<file path="src/rtl/fxp_mult_if.sv">
// Operand/result bus for fxp_mult_pipe.
//
// Handshake: a beat moves on a rising clock edge where valid & ready are both
// high. The source holds valid and its payload stable until that edge and
// never waits for ready before raising valid. ready may depend combinationally
// on the consumer's own state and on the opposite-direction ready.
interface fxp_mult_if #(
    parameter int QLEN  = 16,
    parameter int LANES = 1
);
    logic                  in_valid;
    logic                  in_ready;
    logic [LANES*QLEN-1:0] a;
    logic [LANES*QLEN-1:0] b;
    logic                  rnd_mode;
    logic                  out_valid;
    logic                  out_ready;
    logic [LANES*QLEN-1:0] res;
    logic [LANES-1:0]      ovf;

    // Operand producer and result consumer side.
    modport master (
        output in_valid, a, b, rnd_mode, out_ready,
        input  in_ready, out_valid, res, ovf
    );

    // Multiplier side.
    modport slave (
        input  in_valid, a, b, rnd_mode, out_ready,
        output in_ready, out_valid, res, ovf
    );
endinterface

</file>
<file path="src/rtl/fxp_mult_pipe.sv">
// Two-stage pipelined multi-lane signed fixed-point multiplier.
// Stage 1 registers full-width products, stage 2 rounds/truncates and
// narrows to QLEN bits. One global stall enable freezes both stages.
// Optional saturation: define FXP_MULT_SAT_EN to clamp out-of-range results
// and flag them on ovf; otherwise results wrap and ovf stays 0.
// The integer part (QLEN-FRAC_SIZE bits, sign included) follows from
// QLEN and FRAC_SIZE; there is no parameter for it.
module fxp_mult_pipe #(
    parameter int QLEN      = 16,
    parameter int FRAC_SIZE = 12,
    parameter int LANES     = 1
) (
    input logic         clk,
    input logic         rst,
    fxp_mult_if.slave   bus
);
    localparam int PW = 2 * QLEN;
    localparam logic [PW:0] HALF = {{PW{1'b0}}, 1'b1} << (FRAC_SIZE - 1);

    logic                  en;
    logic                  s1_valid;
    logic                  s1_rnd;
    logic signed [PW-1:0]  s1_prod [LANES];
    logic                  out_valid_q;
    logic [LANES*QLEN-1:0] res_q;
    logic [LANES-1:0]      ovf_q;
    logic [LANES*QLEN-1:0] res_next;
    logic [LANES-1:0]      ovf_next;

    // Whole pipe advances unless a held result is waiting on the consumer.
    assign en           = bus.out_ready | ~out_valid_q;
    assign bus.in_ready = en;
    assign bus.out_valid = out_valid_q;
    assign bus.res      = res_q;
    assign bus.ovf      = ovf_q;

    // Stage 1: capture full-precision products and the beat's rounding mode.
    always_ff @(posedge clk or posedge rst) begin
        if (rst) begin
            s1_valid <= 1'b0;
            s1_rnd   <= 1'b0;
            for (int i = 0; i < LANES; i++) begin
                s1_prod[i] <= '0;
            end
        end else if (en) begin
            s1_valid <= bus.in_valid;
            s1_rnd   <= bus.rnd_mode;
            for (int i = 0; i < LANES; i++) begin
                s1_prod[i] <= $signed(bus.a[i*QLEN +: QLEN]) * $signed(bus.b[i*QLEN +: QLEN]);
            end
        end
    end

    for (genvar i = 0; i < LANES; i++) begin : g_lane
        // One extra bit on the rounding sum so adding the half-LSB can never wrap.
        logic signed [PW:0]   rsum;
        logic signed [PW:0]   q;
        logic [QLEN-1:0]      r;
        logic                 o;

        assign rsum = {s1_prod[i][PW-1], s1_prod[i]} + (s1_rnd ? HALF : '0);
        // Arithmetic shift floors toward -inf, so truncation and half-up share it.
        assign q    = rsum >>> FRAC_SIZE;

`ifdef FXP_MULT_SAT_EN
        logic in_win;
        // q fits QLEN signed bits when every bit from QLEN-1 upward equals the sign.
        assign in_win = (&q[PW:QLEN-1]) | ~(|q[PW:QLEN-1]);

        // Clamp to the nearest representable extreme and flag the lane.
        always_comb begin
            r = q[QLEN-1:0];
            o = 1'b0;
            if (!in_win) begin
                r = q[PW] ? {1'b1, {(QLEN-1){1'b0}}} : {1'b0, {(QLEN-1){1'b1}}};
                o = 1'b1;
            end
        end
`else
        logic unused_hi;
        assign unused_hi = ^q[PW:QLEN];

        // Wrap: keep the low QLEN bits, no overflow reporting.
        always_comb begin
            r = q[QLEN-1:0];
            o = 1'b0;
        end
`endif

        assign res_next[i*QLEN +: QLEN] = r;
        assign ovf_next[i]              = o;
    end

    // Stage 2: register the narrowed result; payload only changes with a valid beat.
    always_ff @(posedge clk or posedge rst) begin
        if (rst) begin
            out_valid_q <= 1'b0;
            res_q       <= '0;
            ovf_q       <= '0;
        end else if (en) begin
            out_valid_q <= s1_valid;
            if (s1_valid) begin
                res_q <= res_next;
                ovf_q <= ovf_next;
            end
        end
    end
endmodule

</file>
<file path="src/flat_wrapper.sv">
// flat-port wrapper written by rule: the top's interface ports become plain ports
module fxp_mult_pipe_flat 
#(
    parameter int QLEN      = 16,
    parameter int FRAC_SIZE = 12,
    parameter int LANES     = 1
)
  (clk, rst, bus_in_valid, bus_a, bus_b, bus_rnd_mode, bus_out_ready, bus_in_ready, bus_out_valid, bus_res, bus_ovf);
  fxp_mult_if #(.QLEN(QLEN), .LANES(LANES)) bus_i ();
  input logic clk;
  input logic rst;
  input wire logic [$bits(bus_i.in_valid)-1:0] bus_in_valid;
  input wire logic [$bits(bus_i.a)-1:0] bus_a;
  input wire logic [$bits(bus_i.b)-1:0] bus_b;
  input wire logic [$bits(bus_i.rnd_mode)-1:0] bus_rnd_mode;
  input wire logic [$bits(bus_i.out_ready)-1:0] bus_out_ready;
  output wire logic [$bits(bus_i.in_ready)-1:0] bus_in_ready;
  output wire logic [$bits(bus_i.out_valid)-1:0] bus_out_valid;
  output wire logic [$bits(bus_i.res)-1:0] bus_res;
  output wire logic [$bits(bus_i.ovf)-1:0] bus_ovf;
  assign bus_i.in_valid = bus_in_valid;
  assign bus_i.a = bus_a;
  assign bus_i.b = bus_b;
  assign bus_i.rnd_mode = bus_rnd_mode;
  assign bus_i.out_ready = bus_out_ready;
  assign bus_in_ready = bus_i.in_ready;
  assign bus_out_valid = bus_i.out_valid;
  assign bus_res = bus_i.res;
  assign bus_ovf = bus_i.ovf;
  fxp_mult_pipe #(.QLEN(QLEN), .FRAC_SIZE(FRAC_SIZE), .LANES(LANES)) u_core (.clk(clk), .rst(rst), .bus(bus_i));
endmodule
</file>
<file path="config.mk">
export PLATFORM = sky130hd
export DESIGN_NAME = fxp_mult_pipe_flat
export DESIGN_NICKNAME = d
export VERILOG_FILES = /design/src/rtl/fxp_mult_if.sv /design/src/rtl/fxp_mult_pipe.sv /design/src/flat_wrapper.sv
export SDC_FILE = /design/constraint.sdc
export NUM_CORES = 1
export LEC_CHECK = 0
export ABC_AREA = 1
export BUFFER_PORTS_ARGS = -buffer_cell sky130_fd_sc_hd__buf_2
export CAP_MARGIN = 20
export CORE_ASPECT_RATIO = 0.7
export CORE_MARGIN = 2
export CORE_UTILIZATION = 30
export CTS_CLUSTER_DIAMETER = 30
export CTS_CLUSTER_SIZE = 28
export DETAILED_ROUTE_END_ITERATION = 16
export GPL_ROUTABILITY_DRIVEN = 0
export PLACE_DENSITY = 0.55
export SLEW_MARGIN = 15
export SYNTH_ARGS = -nofsm -noshare
export SYNTH_HDL_FRONTEND = slang
export SYNTH_SLANG_ARGS = --single-unit
</file>
<file path="constraint.sdc">
create_clock -name clk -period 2.5 [get_ports clk]
set_clock_uncertainty 0.2 [all_clocks]
set_input_delay 0.125 -clock clk [delete_from_list [all_inputs] [get_ports clk]]
set_output_delay 0.125 -clock clk [all_outputs]
set_load 0.02 [all_outputs]
</file>
Word level (Yosys, flattened, before mapping)
Cells that the tools add are included.
{"block": "totals", "inputBits": 37, "elab_cells": 11, "reg_bits": 47}
{"block": "op_classes", "reduce_logical": 1, "muxes": 1, "n_mul": 1, "add_sub_neg": 1, "n_bitwise": 2}
{"cell": "28-bit by 12-bit adder with 28-bit output", "count": 1}
{"cell": "16-bit by 16-bit multiplier with 28-bit output", "count": 1}
{"cell": "12-bit two-way mux", "count": 1}
{"cell": "2-bit AND reduction", "count": 1}
{"cell": "1-bit NOT", "count": 1}
{"cell": "1-bit bitwise OR", "count": 1}

Depth between registers and ports, before layout
{"block": "depth", "depth_word": 3, "mapped_depth": 29, "mapped_depth_nobuf": 27}

Worst setup path before layout
No wires, ideal clock.
{"block": "synth_timing", "path_kind": "input-to-reg", "from": "in bus_a[10]", "to": "reg u_core.s1_prod[14] (netlist name)", "t_arrival_ns": 5.149, "setup_slack_ns": -2.966, "setup_ns": 0.118, "n_path_buf": 2, "required_ns": 2.182, "path_stages": 22, "path_cell_list": "clkbuf_1 > clkbuf_1 > nand2_1 > fa_1 > fa_1 > inv_1 > fa_1 > inv_1 > fa_1 > inv_1 > fa_1 > inv_1 > fa_1 > inv_1 > ha_1 > a21o_1 > a21oi_1 > o21ai_0 > nand2b_4 > or2_1 > nand3_1 > nand2_1"}
{"block": "synth_via", "elab_chain_cells": 1}
{"element": "from (decl)", "line": "flat_wrapper.sv:13", "rtl": "input wire logic [$bits(bus_i.a)-1:0] bus_a;"}
{"element": "16-bit by 16-bit multiplier with 28-bit output", "line": "fxp_mult_pipe.sv:49", "rtl": "s1_prod[i] <= $signed(bus.a[i*QLEN +: QLEN]) * $signed(bus.b[i*QLEN +: QLEN]);"}
{"element": "to (signal, indexed assignment)", "line": "fxp_mult_pipe.sv:49"}
{"element": "to (decl)", "line": "fxp_mult_pipe.sv:23", "rtl": "logic signed [PW-1:0] s1_prod [LANES];"}
No other way between the ends.
A chain may end at the register's enable or synchronous reset.

Final worst setup path
{"block": "layout_timing", "from": "in bus_b[15]", "to": "reg u_core.s1_prod[25] (netlist name)"}
{"block": "layout_via", "elab_chain_cells": 1}
{"element": "from (decl)", "line": "flat_wrapper.sv:14", "rtl": "input wire logic [$bits(bus_i.b)-1:0] bus_b;"}
{"element": "16-bit by 16-bit multiplier with 28-bit output", "line": "fxp_mult_pipe.sv:49"}
No other way between the ends.

==> run summary <==
Largest delay contributor family on the critical path: adder cells
N_diodes: 0
Relative slew slack: 33.89%
Synth warnings: 0
Worst slew pin tran: 990.5 ps
Clock Tree Buf Depth: 2
First-pass GRT wire length: 52640 um
Area occupied by multi-input gates: 0.009285 mm^2
Final Core Density: 40.26%
Status: complete, but fails checks
Setup violators final: 17
Synthesized flop and latch total: 36
Mapped Area: 0.01132 mm^2
Die W: 236.2 um
Unrepaired setup endpoints after global routing: true
FF/Latch Area: 900.9 um^2
Syn-to-layout area delta: 32.33%
Max-cap violations: 0
DR WL/cell: 13.76 um
Number of routed nets with antenna violations: 0
Placeable Area: 0.03721 mm^2
Antenna violations before repair: 0
Die Footprint: 0.03932 mm^2
Clk sinks: 36
Largest net degree at the start of global routing: 37
Drt pass-1 iters: 8
Placed cell count: 2172
Layout cells sized above 1: 25.83%
CTS buffer count: 5
Setup Crit Path Kind: in -> reg
Min cycle time layout: 5033 ps
CP arrival: 5000 ps
Crit path launch type: input port
Met2 wire len: 13740 um
Ys async rst share: 100.0%
Number of global-route vias before repair: 10540
Post-synth top area cell: fa_1
Place WS: -3244 ps
Req. time, crit path: 2460 ps
DR vias: 9664
Worst Path Max Fanout: 4
Initial DRC Count: 542
Most common cell after layout, fill and taps aside: inv_1
Post-synth EDFFs: 0
Starting Density: 30.42%
Die H: 166.5 um
CP Cell Sequence: buf_8 -> clkinvlp_4 -> buf_6 -> buf_6 -> or2_4 -> fa_1 -> inv_1 -> fa_1 -> inv_1 -> fa_1 -> inv_1 -> fa_2 -> fa_1 -> fa_1 -> ha_4 -> nand2_2 -> buf_4 -> nor2_4 -> nand4_1 -> nand3_1 -> nand2_1 -> nand3_1 -> nand2_1
# rows: 59
Syn_area_per_cell: 7.374 um^2
Top cell by count, worst path: fa_1
Wl on met1: 15060 um
Failing checks: negative setup slack
WL met3: 1418 um
Final wirelength: 30470 um
H-tree Lvls: 2
FMAX: 198.7 MHz
Slack of the critical path: -2533 ps
Non-Filler Instances: 2215
CP max stage delay: 530 ps
Post-route DRC: 0
# port buffers: 54
Global route overflow: 0
Total track usage: 16.37%
Most frequent cells in the layout: inv_1, nand2_1, fa_1
CP max-delay cell: fa_2
TritonCTS clock tree: built
Drt via density: 4.363
Worst hold slack: 113.9 ps
I/O pins: 56
Crit. End Element: flip-flop
Clock Pin Slew Worst Setup and Hold Paths: 60 ps
Top FF cell, synth: dfrtp_1
Share of the synthesized area in the top cell type: 40.33%
Clock root buffer: clkbuf_16
Nets: 2066
Slew Limit Fails: 0
Highest metal used: met4
Sequential area share after synthesis: 7.959%
Worst path bufs/invs: 8
Cell count after synthesis: 1535
Final period util: 201.3%
Post-Syn Nets: 1875
Min-Delay Path Class: in -> reg
Post-synthesis cell type count: 38
Fill cells: 3787
Synth area leaders: fa_1, inv_1, nand2_1, ha_1, dfrtp_1
Skew-Pair Late Insertion Delay: 280 ps
HPWL Detailed: 26280 um
Final Hold Viols: 0
synth_stat cells, drive strengths merged (5+ instances only):
cell type	count
inv	463
nor2	61
fa	228
or2	6
dfrtp	36
xor2	9
nand2	447
o21ai	26
a21oi	23
clkbuf	57
ha	75
nand3	51
nand4	9
a21o	5
nor3	9
nand3b	6
per-layer routing:
layer / up-vias / GRT usage [%]
li1: 4715 / -
met1: 4759 / 24.15
met2: 161 / 26.82
met3: 29 / 1.691
met4: 0 / 1.706
met5: - / 0
repair_timing:
| action | in CTS | in global routing |
|---|---|---|
| gates cloned | 1 | 2 |
| buffers inserted | 17 | 12 |
| gates resized for setup | 134 | 140 |
| pin swaps | 52 | 71 |
| hold buffers | 3 | 0 |
| endpoints found under the hold margin | 38 | 0 |
| endpoints found under the setup margin | 17 | 17 |
tightest hold or removal path: stages:
cell	delay (ps)
buf_2	70
nor2_1	60
buf_4	180
nand2_1	60
nand2_1	40
layout make-up:
| cell class | instances | share of cell area, % |
|---|---|---|
| multi-input combinational | 975 | 61.99 |
| clock buffer | 8 | 0.9774 |
| tap | 488 | 4.077 |
| sequential | 36 | 6.015 |
| inverter | 463 | 11.66 |
| timing repair buffer | 245 | 15.28 |
stage by stage:
step / instance area [um^2] / TNS (ps)
finish: 14980 / -41190
CTS: 14410 / -41350
global route: 14980 / -44730
floorplan: 12000 / -40450
global placement: 13620 / -49740
detailed placement: 13620 / -49860
worst paths after layout:
kind                                    start              endpoint  slack (ps)  depth (start not counted)
min in group asynchronous                 rst    u_core.bus.res[13]         290                          4
setup reg to reg           u_core.s1_prod[11]    u_core.bus.res[15]         490                         12
hold / removal                  bus_out_ready    u_core.s1_prod[26]         110                          5
hold reg to reg               u_core.s1_valid  u_core.bus.out_valid         270                          2
max in group asynchronous                 rst    u_core.s1_prod[11]        1470                          4
setup / recovery                    bus_b[15]    u_core.s1_prod[25]       -2530                         23
state kept, by name, indices dropped and copies added (netlist names):
| register | cells |
|---|---|
| u_core.s1_prod | 17 |
| u_core.s1_valid | 1 |
| u_core.bus.res | 16 |
| u_core.s1_rnd | 1 |
| u_core.bus.out_valid | 1 |
logic make-up (layout without fill, tap and decap cells):
logic type | Yosys count | in the layout | synth area share (%)
adders and majority gates | 303 | 303 | 48.62
and+or+nand+nor | 595 | 595 | 21.77
AOI/OAI and AO/OA | 65 | 65 | 3.283
DFF | 36 | 36 | 7.959
other | 1 | 1 | 0.03313
xor gates and xnor gates | 11 | 11 | 0.8513
buffers and inverters | 524 | 716 | 17.49
Power is not shown: default switching activity piles up to over one toggle a cycle in this logic, so the estimate is an artifact.
